## src/rtl/rv32i_decode_stage.sv

```systemverilog
// RV32I decode stage: combinational decode of the fetched word into a micro-op,
// held in an output register (slot A) backed by a one-entry skid register (slot B).
module rv32i_decode_stage #(
  parameter int XLEN = 32
) (
  input  logic            clk,
  input  logic            rst,
  input  logic            flush,
  input  logic            in_valid,
  output logic            in_ready,
  input  logic [31:0]     in_instr,
  input  logic [XLEN-1:0] in_pc,
  output logic            out_valid,
  input  logic            out_ready,
  output logic [XLEN-1:0] out_pc,
  output logic [3:0]      out_class,
  output logic [4:0]      out_rd,
  output logic [4:0]      out_rs1,
  output logic [4:0]      out_rs2,
  output logic            out_rd_we,
  output logic            out_rs1_used,
  output logic            out_rs2_used,
  output logic [2:0]      out_func3,
  output logic            out_alt,
  output logic [31:0]     out_imm,
  output logic            out_illegal
);

  localparam logic [6:0] OP_LUI    = 7'b0110111;
  localparam logic [6:0] OP_AUIPC  = 7'b0010111;
  localparam logic [6:0] OP_JAL    = 7'b1101111;
  localparam logic [6:0] OP_JALR   = 7'b1100111;
  localparam logic [6:0] OP_BCOND  = 7'b1100011;
  localparam logic [6:0] OP_LOAD   = 7'b0000011;
  localparam logic [6:0] OP_STORE  = 7'b0100011;
  localparam logic [6:0] OP_ITYPE  = 7'b0010011;
  localparam logic [6:0] OP_RTYPE  = 7'b0110011;
  localparam logic [6:0] OP_HINT   = 7'b0001111;
  localparam logic [6:0] OP_SYSTEM = 7'b1110011;

  localparam logic [3:0] CLS_ALU_R   = 4'd0;
  localparam logic [3:0] CLS_ALU_I   = 4'd1;
  localparam logic [3:0] CLS_LOAD    = 4'd2;
  localparam logic [3:0] CLS_STORE   = 4'd3;
  localparam logic [3:0] CLS_BRANCH  = 4'd4;
  localparam logic [3:0] CLS_JAL     = 4'd5;
  localparam logic [3:0] CLS_JALR    = 4'd6;
  localparam logic [3:0] CLS_LUI     = 4'd7;
  localparam logic [3:0] CLS_AUIPC   = 4'd8;
  localparam logic [3:0] CLS_FENCE   = 4'd9;
  localparam logic [3:0] CLS_ECALL   = 4'd10;
  localparam logic [3:0] CLS_EBREAK  = 4'd11;
  localparam logic [3:0] CLS_ILLEGAL = 4'd15;

  typedef struct packed {
    logic [XLEN-1:0] pc;
    logic [3:0]      cls;
    logic [4:0]      rd;
    logic [4:0]      rs1;
    logic [4:0]      rs2;
    logic            rd_we;
    logic            rs1_used;
    logic            rs2_used;
    logic [2:0]      func3;
    logic            alt;
    logic [31:0]     imm;
    logic            illegal;
  } uop_t;

  logic [6:0]  opcode_s;
  logic [2:0]  func3_s;
  logic [6:0]  func7_s;
  logic        func7_std_s;
  logic [31:0] imm_i_s, imm_s_s, imm_b_s, imm_u_s, imm_j_s;
  logic [3:0]  cls_s;
  logic [31:0] imm_s;
  logic        ill_s, alt_s, rd_wr_s, rs1_use_s, rs2_use_s;
  uop_t        dec_s;
  uop_t        slot_a_r, slot_b_r;
  logic        a_valid_r, b_valid_r;
  logic        accept_s, consume_s;

  assign opcode_s    = in_instr[6:0];
  assign func3_s     = in_instr[14:12];
  assign func7_s     = in_instr[31:25];
  assign func7_std_s = (func7_s == 7'b0000000) || (func7_s == 7'b0100000);

  assign imm_i_s = {{20{in_instr[31]}}, in_instr[31:20]};
  assign imm_s_s = {{20{in_instr[31]}}, in_instr[31:25], in_instr[11:7]};
  assign imm_b_s = {{19{in_instr[31]}}, in_instr[31], in_instr[7], in_instr[30:25], in_instr[11:8], 1'b0};
  assign imm_u_s = {in_instr[31:12], 12'h000};
  assign imm_j_s = {{11{in_instr[31]}}, in_instr[31], in_instr[19:12], in_instr[20], in_instr[30:21], 1'b0};

  // Classify the opcode, pick the immediate format and flag illegal encodings.
  always_comb begin
    cls_s     = CLS_ILLEGAL;
    imm_s     = 32'd0;
    ill_s     = 1'b0;
    alt_s     = 1'b0;
    rd_wr_s   = 1'b0;
    rs1_use_s = 1'b0;
    rs2_use_s = 1'b0;
    case (opcode_s)
      OP_LUI:   begin cls_s = CLS_LUI;   imm_s = imm_u_s; rd_wr_s = 1'b1; end
      OP_AUIPC: begin cls_s = CLS_AUIPC; imm_s = imm_u_s; rd_wr_s = 1'b1; end
      OP_JAL:   begin cls_s = CLS_JAL;   imm_s = imm_j_s; rd_wr_s = 1'b1; end
      OP_JALR: begin
        cls_s = CLS_JALR; imm_s = imm_i_s; rd_wr_s = 1'b1; rs1_use_s = 1'b1;
        ill_s = (func3_s != 3'b000);
      end
      OP_BCOND: begin
        cls_s = CLS_BRANCH; imm_s = imm_b_s; rs1_use_s = 1'b1; rs2_use_s = 1'b1;
        ill_s = (func3_s == 3'b010) || (func3_s == 3'b011);
      end
      OP_LOAD: begin
        cls_s = CLS_LOAD; imm_s = imm_i_s; rd_wr_s = 1'b1; rs1_use_s = 1'b1;
        ill_s = (func3_s == 3'b011) || (func3_s == 3'b110) || (func3_s == 3'b111);
      end
      OP_STORE: begin
        cls_s = CLS_STORE; imm_s = imm_s_s; rs1_use_s = 1'b1; rs2_use_s = 1'b1;
        ill_s = (func3_s > 3'b010);
      end
      OP_ITYPE: begin
        cls_s = CLS_ALU_I; imm_s = imm_i_s; rd_wr_s = 1'b1; rs1_use_s = 1'b1;
        if (func3_s == 3'b001) begin
          ill_s = (func7_s != 7'b0000000);
        end else if (func3_s == 3'b101) begin
          ill_s = !func7_std_s;
          alt_s = in_instr[30];
        end else begin
          ill_s = 1'b0;
        end
      end
      OP_RTYPE: begin
        cls_s = CLS_ALU_R; rd_wr_s = 1'b1; rs1_use_s = 1'b1; rs2_use_s = 1'b1;
        alt_s = in_instr[30];
        ill_s = !func7_std_s ||
                ((func7_s == 7'b0100000) && (func3_s != 3'b000) && (func3_s != 3'b101));
      end
      OP_HINT: cls_s = CLS_FENCE;
      OP_SYSTEM: begin
        if (in_instr == 32'h0000_0073) begin
          cls_s = CLS_ECALL;
        end else if (in_instr == 32'h0010_0073) begin
          cls_s = CLS_EBREAK;
        end else begin
          ill_s = 1'b1;
        end
      end
      default: ill_s = 1'b1;
    endcase
  end

  // Assemble the micro-op; an illegal word keeps only pc and func3.
  always_comb begin
    dec_s       = '0;
    dec_s.pc    = in_pc;
    dec_s.func3 = func3_s;
    if (ill_s) begin
      dec_s.cls     = CLS_ILLEGAL;
      dec_s.illegal = 1'b1;
    end else begin
      dec_s.cls      = cls_s;
      dec_s.imm      = imm_s;
      dec_s.alt      = alt_s;
      dec_s.rd_we    = rd_wr_s && (in_instr[11:7] != 5'd0);
      dec_s.rs1_used = rs1_use_s;
      dec_s.rs2_used = rs2_use_s;
      dec_s.rd       = (rd_wr_s && (in_instr[11:7] != 5'd0)) ? in_instr[11:7] : 5'd0;
      dec_s.rs1      = rs1_use_s ? in_instr[19:15] : 5'd0;
      dec_s.rs2      = rs2_use_s ? in_instr[24:20] : 5'd0;
    end
  end

  assign accept_s  = in_valid && !b_valid_r;
  assign consume_s = a_valid_r && out_ready;

  // Slot A feeds the outputs; slot B only fills when A is held, so order is kept.
  always_ff @(posedge clk or posedge rst) begin
    if (rst) begin
      a_valid_r <= 1'b0;
      b_valid_r <= 1'b0;
      slot_a_r  <= '0;
      slot_b_r  <= '0;
    end else if (flush) begin
      a_valid_r <= 1'b0;
      b_valid_r <= 1'b0;
    end else if (consume_s) begin
      if (b_valid_r) begin
        slot_a_r  <= slot_b_r;
        a_valid_r <= 1'b1;
        b_valid_r <= accept_s;
        if (accept_s) slot_b_r <= dec_s;
      end else begin
        a_valid_r <= accept_s;
        if (accept_s) slot_a_r <= dec_s;
      end
    end else if (accept_s) begin
      if (!a_valid_r) begin
        slot_a_r  <= dec_s;
        a_valid_r <= 1'b1;
      end else begin
        slot_b_r  <= dec_s;
        b_valid_r <= 1'b1;
      end
    end
  end

  assign in_ready     = !b_valid_r;
  assign out_valid    = a_valid_r;
  assign out_pc       = slot_a_r.pc;
  assign out_class    = slot_a_r.cls;
  assign out_rd       = slot_a_r.rd;
  assign out_rs1      = slot_a_r.rs1;
  assign out_rs2      = slot_a_r.rs2;
  assign out_rd_we    = slot_a_r.rd_we;
  assign out_rs1_used = slot_a_r.rs1_used;
  assign out_rs2_used = slot_a_r.rs2_used;
  assign out_func3    = slot_a_r.func3;
  assign out_alt      = slot_a_r.alt;
  assign out_imm      = slot_a_r.imm;
  assign out_illegal  = slot_a_r.illegal;

endmodule
```

## config.mk

```make
export PLATFORM = sky130hd
export DESIGN_NAME = rv32i_decode_stage
export DESIGN_NICKNAME = d
export VERILOG_FILES = /design/src/rtl/rv32i_decode_stage.sv
export SDC_FILE = /design/constraint.sdc
export NUM_CORES = 1
export LEC_CHECK = 0
export ABC_CLOCK_PERIOD_IN_PS = 6080
export CAP_MARGIN = 20
export CORE_ASPECT_RATIO = 0.8
export CORE_MARGIN = 10
export CORE_UTILIZATION = 38
export DETAILED_ROUTE_END_ITERATION = 16
export PLACE_DENSITY_LB_ADDON = 0.15
export SLEW_MARGIN = 25
export SYNTH_ARGS = -nofsm -noshare
export SYNTH_HDL_FRONTEND = slang
export SYNTH_SLANG_ARGS = --single-unit
```

## constraint.sdc

```tcl
create_clock -name clk -period 6.08 [get_ports clk]
set_clock_uncertainty 0.15 [all_clocks]
set_input_delay 1.216 -clock clk [delete_from_list [all_inputs] [get_ports clk]]
set_output_delay 1.216 -clock clk [all_outputs]
set_load 0.005 [all_outputs]
```

* Word level (Yosys, flattened, before mapping) *
Cells that the tools add are included.

operators by class
  order comparisons = 1
  equality and inequality tests = 23
  muxes and demuxes = 40
  bitwise gates (word level) = 1
  reductions and logical operators = 30

operator list
  kind                                                                number
  91-bit two-way mux                                                  9
  32-bit one-hot mux with 5 select lines                              1
  4-bit one-hot mux with 11 select lines                              1
  33-bit two-way mux                                                  1
  32-bit by 21-bit == test with 1-bit output (second input constant)  1
  32-bit by 7-bit == test with 1-bit output (second input constant)   1
  7-bit by 6-bit == test with 1-bit output (second input constant)    4
  7-bit == test (second input constant)                               4
  1-bit two-way mux                                                   19
  18-bit two-way mux                                                  1
  5-bit two-way mux                                                   3
  7-bit by 5-bit == test with 1-bit output (second input constant)    2
  3-bit == test (second input constant)                               3
  3-bit nonzero test                                                  3
  1-bit one-hot mux with 8 select lines                               1
  4-bit AND reduction                                                 2
  7-bit by 2-bit == test with 1-bit output (second input constant)    1
  7-bit by 4-bit == test with 1-bit output (second input constant)    1
  7-bit zero test                                                     1
  7-bit nonzero test                                                  1
  7-bit OR reduction                                                  1
  3-bit by 2-bit == test with 1-bit output (second input constant)    2
  3-bit two-way mux                                                   2
  2-bit nonzero test                                                  3
  other kinds (17)                                                    27

storage, ports and cells
  register bits after elaboration = 184
  bits of input ports = 69

* Depth between registers and ports, before layout *
Gate-level depths: netlist of the first run.

  word-level depth = 10
  depth in mapped cells = 9

* Worst setup path before layout of the first run *
OpenSTA, ideal clock, no wires.

  kind = input-to-reg
  start = in in_instr[14]
  end = reg slot_a_r, in the netlist out_rs1[0]
  library setup time = 76 ps
  data arrival time = 3019 ps
  path slack = 2835 ps
  stages = 8
  path buffers = 2
  path through = clkbuf_1 -> xor2_1 -> o211ai_1 -> a21boi_1 -> or4_4 -> buf_6 -> or3_4 -> o21ai_1

between the ends
  word-level cells in the longest chain between the ends = 9

RTL lines
  what                                                                                RTL line  source
  from (decl)                                                                         11        input logic [31:0] in_instr,
  branches (longest 4 deep; another with 32-bit by 21-bit == test with 1-bit output)  n/a
  1-bit one-hot mux with 8 select lines (*)                                           103       case (opcode_s)
  18-bit two-way mux (*)                                                              159       if (ill_s) begin
  91-bit two-way mux, on equally long branches                                        199, 196
  91-bit two-way mux, on equally long branches                                        198, 189
  91-bit two-way mux (*)                                                              188       end else if (consume_s) begin
  to (signal assigned)                                                                190       slot_a_r <= slot_b_r;
  to (signal assigned)                                                                196       if (accept_s) slot_a_r <= dec_s;
  to (signal assigned)                                                                200       slot_a_r <= dec_s;
  to (decl)                                                                           79        uop_t slot_a_r, slot_b_r;

Mark *: on every way between the ends. The select of a mux whose other input is x is not followed.
A chain may end at the register's enable or synchronous reset.

* Worst setup path in the final report of the first run *
  start = in in_instr[6]
  end = reg slot_b_r[15] (netlist bit)

between the ends
  word-level cells in the longest chain between the ends = 8

RTL lines
  what                                          RTL line  source
  32-bit by 21-bit == test with 1-bit output    144       end else if (in_instr == 32'h0010_0073) begin
  1-bit two-way mux                             144
  1-bit two-way mux                             142       if (in_instr == 32'h0000_0073) begin
  1-bit one-hot mux with 8 select lines         103
  33-bit two-way mux (*)                        159
  91-bit two-way mux, on equally long branches  199, 193
  91-bit two-way mux, on equally long branches  198, 189
  91-bit two-way mux (*)                        188
  to (signal assigned)                          193       if (accept_s) slot_b_r <= dec_s;
  to (signal assigned)                          203       slot_b_r <= dec_s;
  to (decl)                                     79

Every way passes the cells marked *; elsewhere a longest branch is shown, timed or not. The select of a mux whose other input is x is not followed.

==> results of run 1 <==
-- area by class of cell --
cell class / instances / area share
flip-flops and latches: 184 / 0.4127
multi-input cells: 716 / 0.3340
repair buffers: 178 / 0.1599
clock buffers: 19 / 0.03970
well taps: 306 / 0.03432
clock inverters: 13 / 0.01637
inverters: 8 / 0.003028
-- cells in the mapped netlist, types with 6 or more instances --
library cell  instances
nand2_1             257
dfrtp_1             184
nor2_1               86
a21oi_1              80
clkbuf_1             67
o21ai_0              51
a31oi_1              45
and3_1               26
a21o_1               17
a22oi_1              15
a32oi_1              15
o21ai_1              13
a22o_1               12
nand3b_1             10
buf_2                 9
inv_1                 8
nand3_1               8
nor4_1                7
or3_1                 6
-- cells in the final DEF, fill, tap and decap left out, types with 17 or more instances in the layout --
master           count
nor2_1              86
o21ai_0             51
clkbuf_16           17
a31oi_1             45
a21o_1              17
nand2_1            257
dfrtp_1            184
and3_1              25
clkdlybuf4s50_1    161
a21oi_1             80
-- critical path: cells and delay by family --
family | cells | cell delay (ns)
compound gates | 4 | 0.73
simple gates | 2 | 0.57
buf+inv | 3 | 1.64
-- routing by layer --
metal	part of all wire	wire length, microns
met1	0.49	13230
met2	0.43	11840
met3	0.070	1904
met4	0.0099	271
met5	0	0
-- power by group --
group	switching (mW)	internal [mW]	total, mW	leakage (nW)
clock network	0.522	0.672	1.19	0.304
logic	0.272	0.292	0.564	2.24
registers	0.0864	1.38	1.47	2.33
-- through the flow --
step                      std cells  hold WS (ns)  setup WS, ns  cell area [sq um]  utilization
after floorplan                 991        0.2903         2.349               8663            -
after global placement         1390        0.3014         1.314              10490       0.4674
after detailed placement       1391        0.3089         1.148              10510       0.4685
after CTS                      1423        0.3254         1.609              11140       0.4964
after global routing           1424        0.3455         1.919              11160       0.4972
final                          1424        0.3244         2.109              11160       0.4972
-- worst min path at each step --
stage            startpoint      endpoint  slack [ns]  depth (start not counted)
3_5_place_dp   slot_b_r[33]  slot_b_r[33]        0.31                          2
4_1_cts        slot_b_r[33]  slot_b_r[33]        0.33                          2
6_report       slot_b_r[33]  slot_b_r[33]        0.32                          2
3_3_place_gp   slot_b_r[33]  slot_b_r[33]        0.30                          2
5_1_grt        slot_b_r[83]  slot_b_r[83]        0.35                          2
2_1_floorplan  slot_b_r[33]  slot_b_r[33]        0.29                          2
-- kinds of logic (layout without fill, tap and decap cells) --
| group | after synthesis | after routing |
|---|---|---|
| multiplexers | 1 | 1 |
| flip-flops | 184 | 184 |
| buffers and inverters | 91 | 218 |
| AO/OA/AOI/OAI | 276 | 276 |
| XOR/XNOR | 3 | 3 |
| AND/OR/NAND/NOR | 436 | 436 |
-- state kept, by name (all words and copies together) (netlist names) --
| name | count |
|---|---|
| b_valid_r | 1 |
| out_alt | 1 |
| out_class | 4 |
| out_func3 | 3 |
| out_illegal | 1 |
| out_imm | 32 |
| out_pc | 32 |
| out_rd | 5 |
| out_rd_we | 1 |
| out_rs1 | 5 |
| out_rs1_used | 1 |
| out_rs2 | 5 |
| out_rs2_used | 1 |
| out_valid | 1 |
| slot_b_r | 91 |
==> flow_summary.toml, run 1 <==
[sta]
setup_viol = 0
fin_setup_tns_ns = 0
finalHoldViolCount = 0
slew_violations = 0
max_freq_ghz = 0.2518
relSlewSlack = 0.4163
tightest_slew_ns = 0.8728
rsz0062_at_grt = "no"
final.min_clock_period_ns = 3.971
fin_crit_sh = 0.6531

[global_route]
grt_antenna_before_repair = 0
grt_pass1_wl_microns = 43870
grt.met2_usage = 0.2659
grt_util_met1 = 0.2716
grt_overflow_total = 0
first_global_vias = 7481
grt.busiest_layer = "met1"
grt_util_all_layers = 0.1862
met3_usage = 0.05139
grt_max_degree = 97

[die]
start_util = 0.3859
die_x_microns = 188.8
fp.dieArea_sq_mm = 0.02926
num_io_pins = 162
coreArea_sq_mm = 0.02244
die_y_microns = 155.0
num_rows = 49

[synthesis]
synth_top_cell_by_area = "dfrtp_1"
synth_compound_area_frac = 0.1979
synth_mux_area_frac = 0.001156
synthFlopType = "dfrtp_1"
yosys.area_share.adder = 0
ys_seq_elements = 184
ys_types = 58
synth_top_family_by_area = "simple AND/OR/NAND/NOR gates"
synth_cells = 991
synth_edf_count = 0
yosysWarnings = 0
yosysTopAreaCellShare = 0.5317
synth_xor_area_frac = 0.003034
yosys.area_share.simple = 0.2241
seq_area_frac_synth = 0.5317
ys_top_cells_by_area = "dfrtp_1 53%, nand2_1 11%, a21oi_1 4.6%, nor2_1 3.7%, a31oi_1 3.3%"
syn_area_sq_mm = 0.008660
synth_area_per_cell_sq_um = 8.738
async_reset_ff_frac = 1.000
syn_nets = 1060

[critical_path]
worstSetupPathType = "in -> reg"
slowest_stage = "clkdlybuf4s50_1"
rr_startpoint = "b_valid_r"
reg2reg_to = "out_rs2[0]"
end_kind = "flip-flop"
crit_start = "in_instr[6]"
rrSetupSlack_ns = 3.42
worst_setup_path_start_kind = "input port"
cp_max_fo = 27
crit_end = "slot_b_r[15]"
crit_required_ns = 6.28
cp_slowest_stage_delay_ns = 1.04
worstPathArrival_ns = 4.17
crit_chain = "clkdlybuf4s50_1, or2_1, o22ai_1, a41o_1, a31oi_1, buf_4, nand4b_1, buf_6, o21ai_0"
reg2reg_depth = 7

[cts]
cts_inserted_buffers = 17
hold_buffers = 0
cts_num_sinks = 184
clockRootBuffer = "clkbuf_16"
post_cts_buffers = 0
htree_levels = 4
clkLatencyLatePin_ns = 0.43
post_cts_resized = 0
cts_buffer_depth = 2
clkTransAtPathRegs_ns = 0.07
cts_tree = "built"

[placed_design]
gp_congestion = 0.8066
dp_hpwl_microns = 17980
place.port_buffers = 161

[route]
via_per_inst = 5.345
wire_per_inst_microns = 19.13
drc = 0
drt-total-wl_microns = 27240
vias = 7611
ant_nets = 0
drtPass1Iterations = 5
drt_first_iter_violations = 644

[finish]
drive_gt1_frac = 0.05456
fill_cells = 2187
multi_input_area_sq_mm = 0.003726
area_growth_pct = 28.84
fin_nets = 1174
regArea_sq_mm = 0.004604
diodes = 0

[power]
finalPower_mw = 3.224
vdd_ir_drop_max_uv = 189.1
p_per_area_mw_per_mm2 = 288.9
p_leak_nw = 4.874

[flow_run]
drv_cap = 0

[min_path]
hp-class = "reg -> reg"

[run_status]
status = "completed"
No activity file was read; power rests on OpenSTA's default activity.
==> run 2, diff against run 1 <==
--- a/config.mk
+++ b/config.mk
@@ -5,7 +5,7 @@
 export SDC_FILE = /design/constraint.sdc
 export NUM_CORES = 1
 export LEC_CHECK = 0
-export ABC_CLOCK_PERIOD_IN_PS = 6080
+export ABC_CLOCK_PERIOD_IN_PS = 4100
 export CAP_MARGIN = 20
 export CORE_ASPECT_RATIO = 0.8
 export CORE_MARGIN = 10
==> constraint.sdc (replaced) <==
create_clock -name clk -period 4.1 [get_ports clk]
set_clock_uncertainty 0.15 [all_clocks]
set_input_delay 0.82 -clock clk [delete_from_list [all_inputs] [get_ports clk]]
set_output_delay 0.82 -clock clk [all_outputs]
set_load 0.005 [all_outputs]
==> flow_summary.toml, run 2 (synthesized netlist as in run 1, its figures left out) <==
[power]
p_leak_nw = 4.956
vdd_ir_drop_max_uv = 261.1
p_per_area_mw_per_mm2 = 410.5

[route]
drc = 0
ant_nets = 0
drt-total-wl_microns = 27480
wl_met3_microns = 2021
vias = 7710
wl_met1_microns = 13210
drt_first_iter_violations = 634
via_per_inst = 5.325
wire_per_inst_microns = 18.98
highest_layer = "met4"
wl_met2_microns = 12030
drtPass1Iterations = 7

[sta]
slew_violations = 0
relSlewSlack = 0.3750
hold_slack_ns = 0.3217
setup_ws_ns = 0.7883
fin_setup_tns_ns = 0
max_freq_ghz = 0.3020
tightest_slew_ns = 0.9355
final.min_clock_period_ns = 3.312
finalHoldViolCount = 0
fin_crit_sh = 0.8077
rsz0062_at_grt = "no"
setup_viol = 0

[global_route]
grt_overflow_total = 0
grt_max_degree = 64
first_global_vias = 7472
grt_pass1_wl_microns = 44040
grt_antenna_before_repair = 0
grt_util_all_layers = 0.1866

[min_path]
holdPathStages = 2
min_from = "slot_b_r[52]"
worstHoldEndpoint = "slot_b_r[52]"
hp-class = "reg -> reg"

[die]
start_util = 0.3859
die_y_microns = 155.0
num_rows = 49
die_x_microns = 188.8
fp.dieArea_sq_mm = 0.02926
coreArea_sq_mm = 0.02244
num_io_pins = 162

[cts]
clkTransAtPathRegs_ns = 0.07
cts_buffer_depth = 2
clkLatencyLatePin_ns = 0.43
post_cts_resized = 0
post_cts_buffers = 0
cts_inserted_buffers = 17
clockRootBuffer = "clkbuf_16"
cts_tree = "built"
htree_levels = 4
hold_buffers = 0
cts_num_sinks = 184

[placed_design]
placedCellCount = 1416
gp_congestion = 0.8661
pre_cts_ws_ns = 0.3521
dp_hpwl_microns = 19200
place.port_buffers = 161

[critical_path]
cp_max_fo = 14
end_kind = "flip-flop"
worst_setup_path_start_kind = "input port"
worstSetupPathType = "in -> reg"
worstPathArrival_ns = 3.52
reg2reg_to = "out_imm[8]"
reg2reg_depth = 4
rrSetupSlack_ns = 1.56
crit_required_ns = 4.31
rr_startpoint = "b_valid_r"

[flow_run]
drv_cap = 0

[finish]
largest_reg_flops = 91
drive_gt1_frac = 0.07268
final_util = 0.5022
area_growth_pct = 30.13
final_common_cell = "nand2_1"
fin_nets = 1198
top_register = "slot_b_r"
fill_cells = 2181
diodes = 0
final_cell_mix = "257 x nand2_1, 184 x dfrtp_1, 161 x clkdlybuf4s50_1, 86 x nor2_1, 80 x a21oi_1"
fin_cells = 1448

[run_status]
status = "completed"
-- run 2: area by class of cell --
class | instances | area (sq um) | area share
Sequential cell | 184 | 4604 | 0.4086
Multi-Input combinational cell | 716 | 3725 | 0.3306
Timing Repair Buffer | 202 | 1969 | 0.1748
Tap cell | 306 | 382.9 | 0.03398
Clock inverter | 12 | 116.4 | 0.01033
Inverter | 8 | 33.78 | 0.002998
Clock buffer | 20 | 436.7 | 0.03875
-- run 2: worst max path at each step --
stage                           start  slack, ns    endpoint
after global routing      in_instr[5]       0.66  out_rs1[2]
after floorplan                   rst       0.77   b_valid_r
after global placement    in_instr[5]       0.40  out_rs1[1]
after CTS                 in_instr[5]       0.82  out_rs1[2]
after detailed placement  in_instr[5]       0.35  out_rs1[2]
final                     in_instr[5]       0.79  out_rs1[2]
-- run 2: power breakdown --
part	total, mW	internal [mW]	switching [mW]
logic	0.848	0.449	0.399
registers	2.18	2.05	0.132
clock network	1.60	0.848	0.751
total	4.63	3.34	1.28
-- run 2: stage by stage --
stage               area (sq um)  total power [mW]
floorplan                   8663             2.553
global placement           10710             3.066
detailed placement         10710             3.075
CTS                        11260             4.682
global route               11270             4.872
finish                     11270             4.626
-- run 2: worst max-delay path: stages --
cell and delay [ns]:
clkdlybuf4s50_1 0.81, buf_4 0.23, or2_1 0.14, o22ai_1 0.08, a41o_1 0.30, or4_4 0.53
or3_4 0.45, o21ai_1 0.15
-- run 2: metal layers --
layer  global-route usage  vias to the layer above
li1                     -                     3716
met1               0.2664                     3749
met5                    0                        -
met2               0.2696                      228
met3              0.06211                       17
met4              0.03470                        0
==> run 3, diff against run 2 <==
--- a/config.mk
+++ b/config.mk
@@ -5,7 +5,7 @@
 export SDC_FILE = /design/constraint.sdc
 export NUM_CORES = 1
 export LEC_CHECK = 0
-export ABC_CLOCK_PERIOD_IN_PS = 4100
+export ABC_CLOCK_PERIOD_IN_PS = 2700
 export CAP_MARGIN = 20
 export CORE_ASPECT_RATIO = 0.8
 export CORE_MARGIN = 10
==> constraint.sdc (replaced) <==
create_clock -name clk -period 2.7 [get_ports clk]
set_clock_uncertainty 0.15 [all_clocks]
set_input_delay 0.54 -clock clk [delete_from_list [all_inputs] [get_ports clk]]
set_output_delay 0.54 -clock clk [all_outputs]
set_load 0.005 [all_outputs]
==> flow_summary.toml, run 3 (synthesized netlist as in run 1, its figures left out) <==
[run_status]
status = "completed"

[die]
die_y_microns = 155.0
die_x_microns = 188.8
num_rows = 49
fp.dieArea_sq_mm = 0.02926
coreArea_sq_mm = 0.02244
start_util = 0.3859
num_io_pins = 162

[finish]
area_growth_pct = 39.11
diodes = 0
fin_area_sq_mm = 0.01205
fin_cells = 1531
top_register = "slot_b_r"
largest_reg_flops = 91
final_cell_mix = "257 x nand2_1, 184 x dfrtp_1, 153 x clkdlybuf4s50_1, 115 x buf_4, 86 x nor2_1"
drive_gt1_frac = 0.1437
fin_nets = 1283
final_common_cell = "nand2_1"

[power]
finalPower_mw = 7.117
p_per_area_mw_per_mm2 = 590.8
p_leak_nw = 5.476
vdd_ir_drop_max_uv = 288.8

[cts]
hold_buffers = 0
cts_inserted_buffers = 17
clkLatencyLatePin_ns = 0.43
clkTransAtPathRegs_ns = 0.07
cts_num_sinks = 184
cts_buffer_depth = 2
cts_tree = "built"
clockRootBuffer = "clkbuf_16"
htree_levels = 4

[critical_path]
end_kind = "flip-flop"
cp_max_fo = 7
worstSetupPathType = "in -> reg"
rr_startpoint = "b_valid_r"
rrSetupSlack_ns = 0.42
reg2reg_depth = 6
crit_required_ns = 2.90
worstPathArrival_ns = 2.87
worst_setup_path_start_kind = "input port"
reg2reg_to = "out_imm[9]"

[sta]
rsz0062_at_grt = "yes"
fin_crit_sh = 0.9886
relSlewSlack = 0.6540
slew_violations = 0
finalHoldViolCount = 0
fin_setup_tns_ns = 0
max_freq_ghz = 0.3746
final.min_clock_period_ns = 2.669
setup_viol = 0
tightest_slew_ns = 0.5173

[route]
drt_first_iter_violations = 644
drt-total-wl_microns = 28300
wire_per_inst_microns = 18.49
drtPass1Iterations = 5
ant_nets = 0
drc = 0
via_per_inst = 5.231
vias = 8009

[placed_design]
dp_hpwl_microns = 20520
placed_cell_area_sq_mm = 0.01143
place.port_buffers = 161
gp_congestion = 0.8649
placedCellCount = 1501

[global_route]
grt_pass1_wl_microns = 45530
grt_antenna_before_repair = 1
grt_overflow_total = 0
grt_max_degree = 70
grt_util_all_layers = 0.1926
first_global_vias = 7873

[min_path]
hp-class = "in -> async"

[flow_run]
drv_cap = 0
==> run 3: cell count changes in the layout (fill, tap and decap cells not counted), sizes merged <==
cell,previous run,this run
dlymetal6s2s,0,7
clkdlybuf4s50,161,153
buf,41,126
clkinvlp,4,3
dlygate4sd2,0,1
clkbuf,20,18
clkinv,4,3
inv,11,13
==> run 3: worst max-delay path by stage <==
stage | depth (start not counted) | end | slack (ns) | from
after floorplan | 1 | b_valid_r | -0.35 | rst
after global placement | 7 | out_rs1[2] | -0.46 | in_instr[25]
after detailed placement | 7 | out_rs1_used | -0.53 | in_instr[2]
after CTS | 9 | out_imm[12] | 0.009 | in_instr[29]
after global routing | 8 | out_rs1[3] | -0.002 | in_instr[14]
final | 7 | out_rs1_used | 0.03 | in_instr[1]
==> run 3: critical path: stages <==
cell and delay, ns:
clkdlybuf4s50_1 0.54, and2_4 0.19, o2111ai_1 0.14, a31o_1 0.25, or4_4 0.61, or3_4 0.45
a21oi_1 0.15
==> run 3: through the flow <==
stage / hold slack [ns] / utilization / setup WS, ns
final: 0.2811 / 0.5369 / 0.03069
after global routing: 0.2870 / 0.5369 / -0.001618
after CTS: 0.2785 / 0.5346 / 0.009252
after detailed placement: 0.3078 / 0.5096 / -0.5289
after global placement: 0.3038 / 0.5096 / -0.4593
after floorplan: 0.2903 / - / -0.3545
==> run 3: what timing repair did <==
item,in CTS,in global routing
resized for setup,2,14
setup buffers,0,0
endpoints found under the setup margin,17,71
pin swaps,3,5
==> run 3: area by class of cell <==
cell class / instances / area [sq um]
Clock buffer: 18 / 439.2
Clock inverter: 12 / 117.6
Fill cell: 2128 / 10390
Inverter: 8 / 33.78
Multi-Input combinational cell: 716 / 3757
Sequential cell: 184 / 4604
Tap cell: 306 / 382.9
Timing Repair Buffer: 287 / 2711
==> run 3: report_power, final <==
| part | switching, mW | internal, mW |
|---|---|---|
| combinational | 0.626 | 0.747 |
| sequential | 0.204 | 3.11 |
| clock | 1.13 | 1.31 |
| total | 1.96 | 5.16 |
==> run 3: metal layers <==
| layer | vias up | GRT usage | part of all wire |
|---|---|---|---|
| met4 | 2 | 0.04036 | 0.0081 |
| met5 | - | 0 | 0.00042 |
| li1 | 3886 | - | - |
| met3 | 17 | 0.04826 | 0.064 |
| met1 | 3887 | 0.2789 | 0.49 |
| met2 | 217 | 0.2837 | 0.44 |
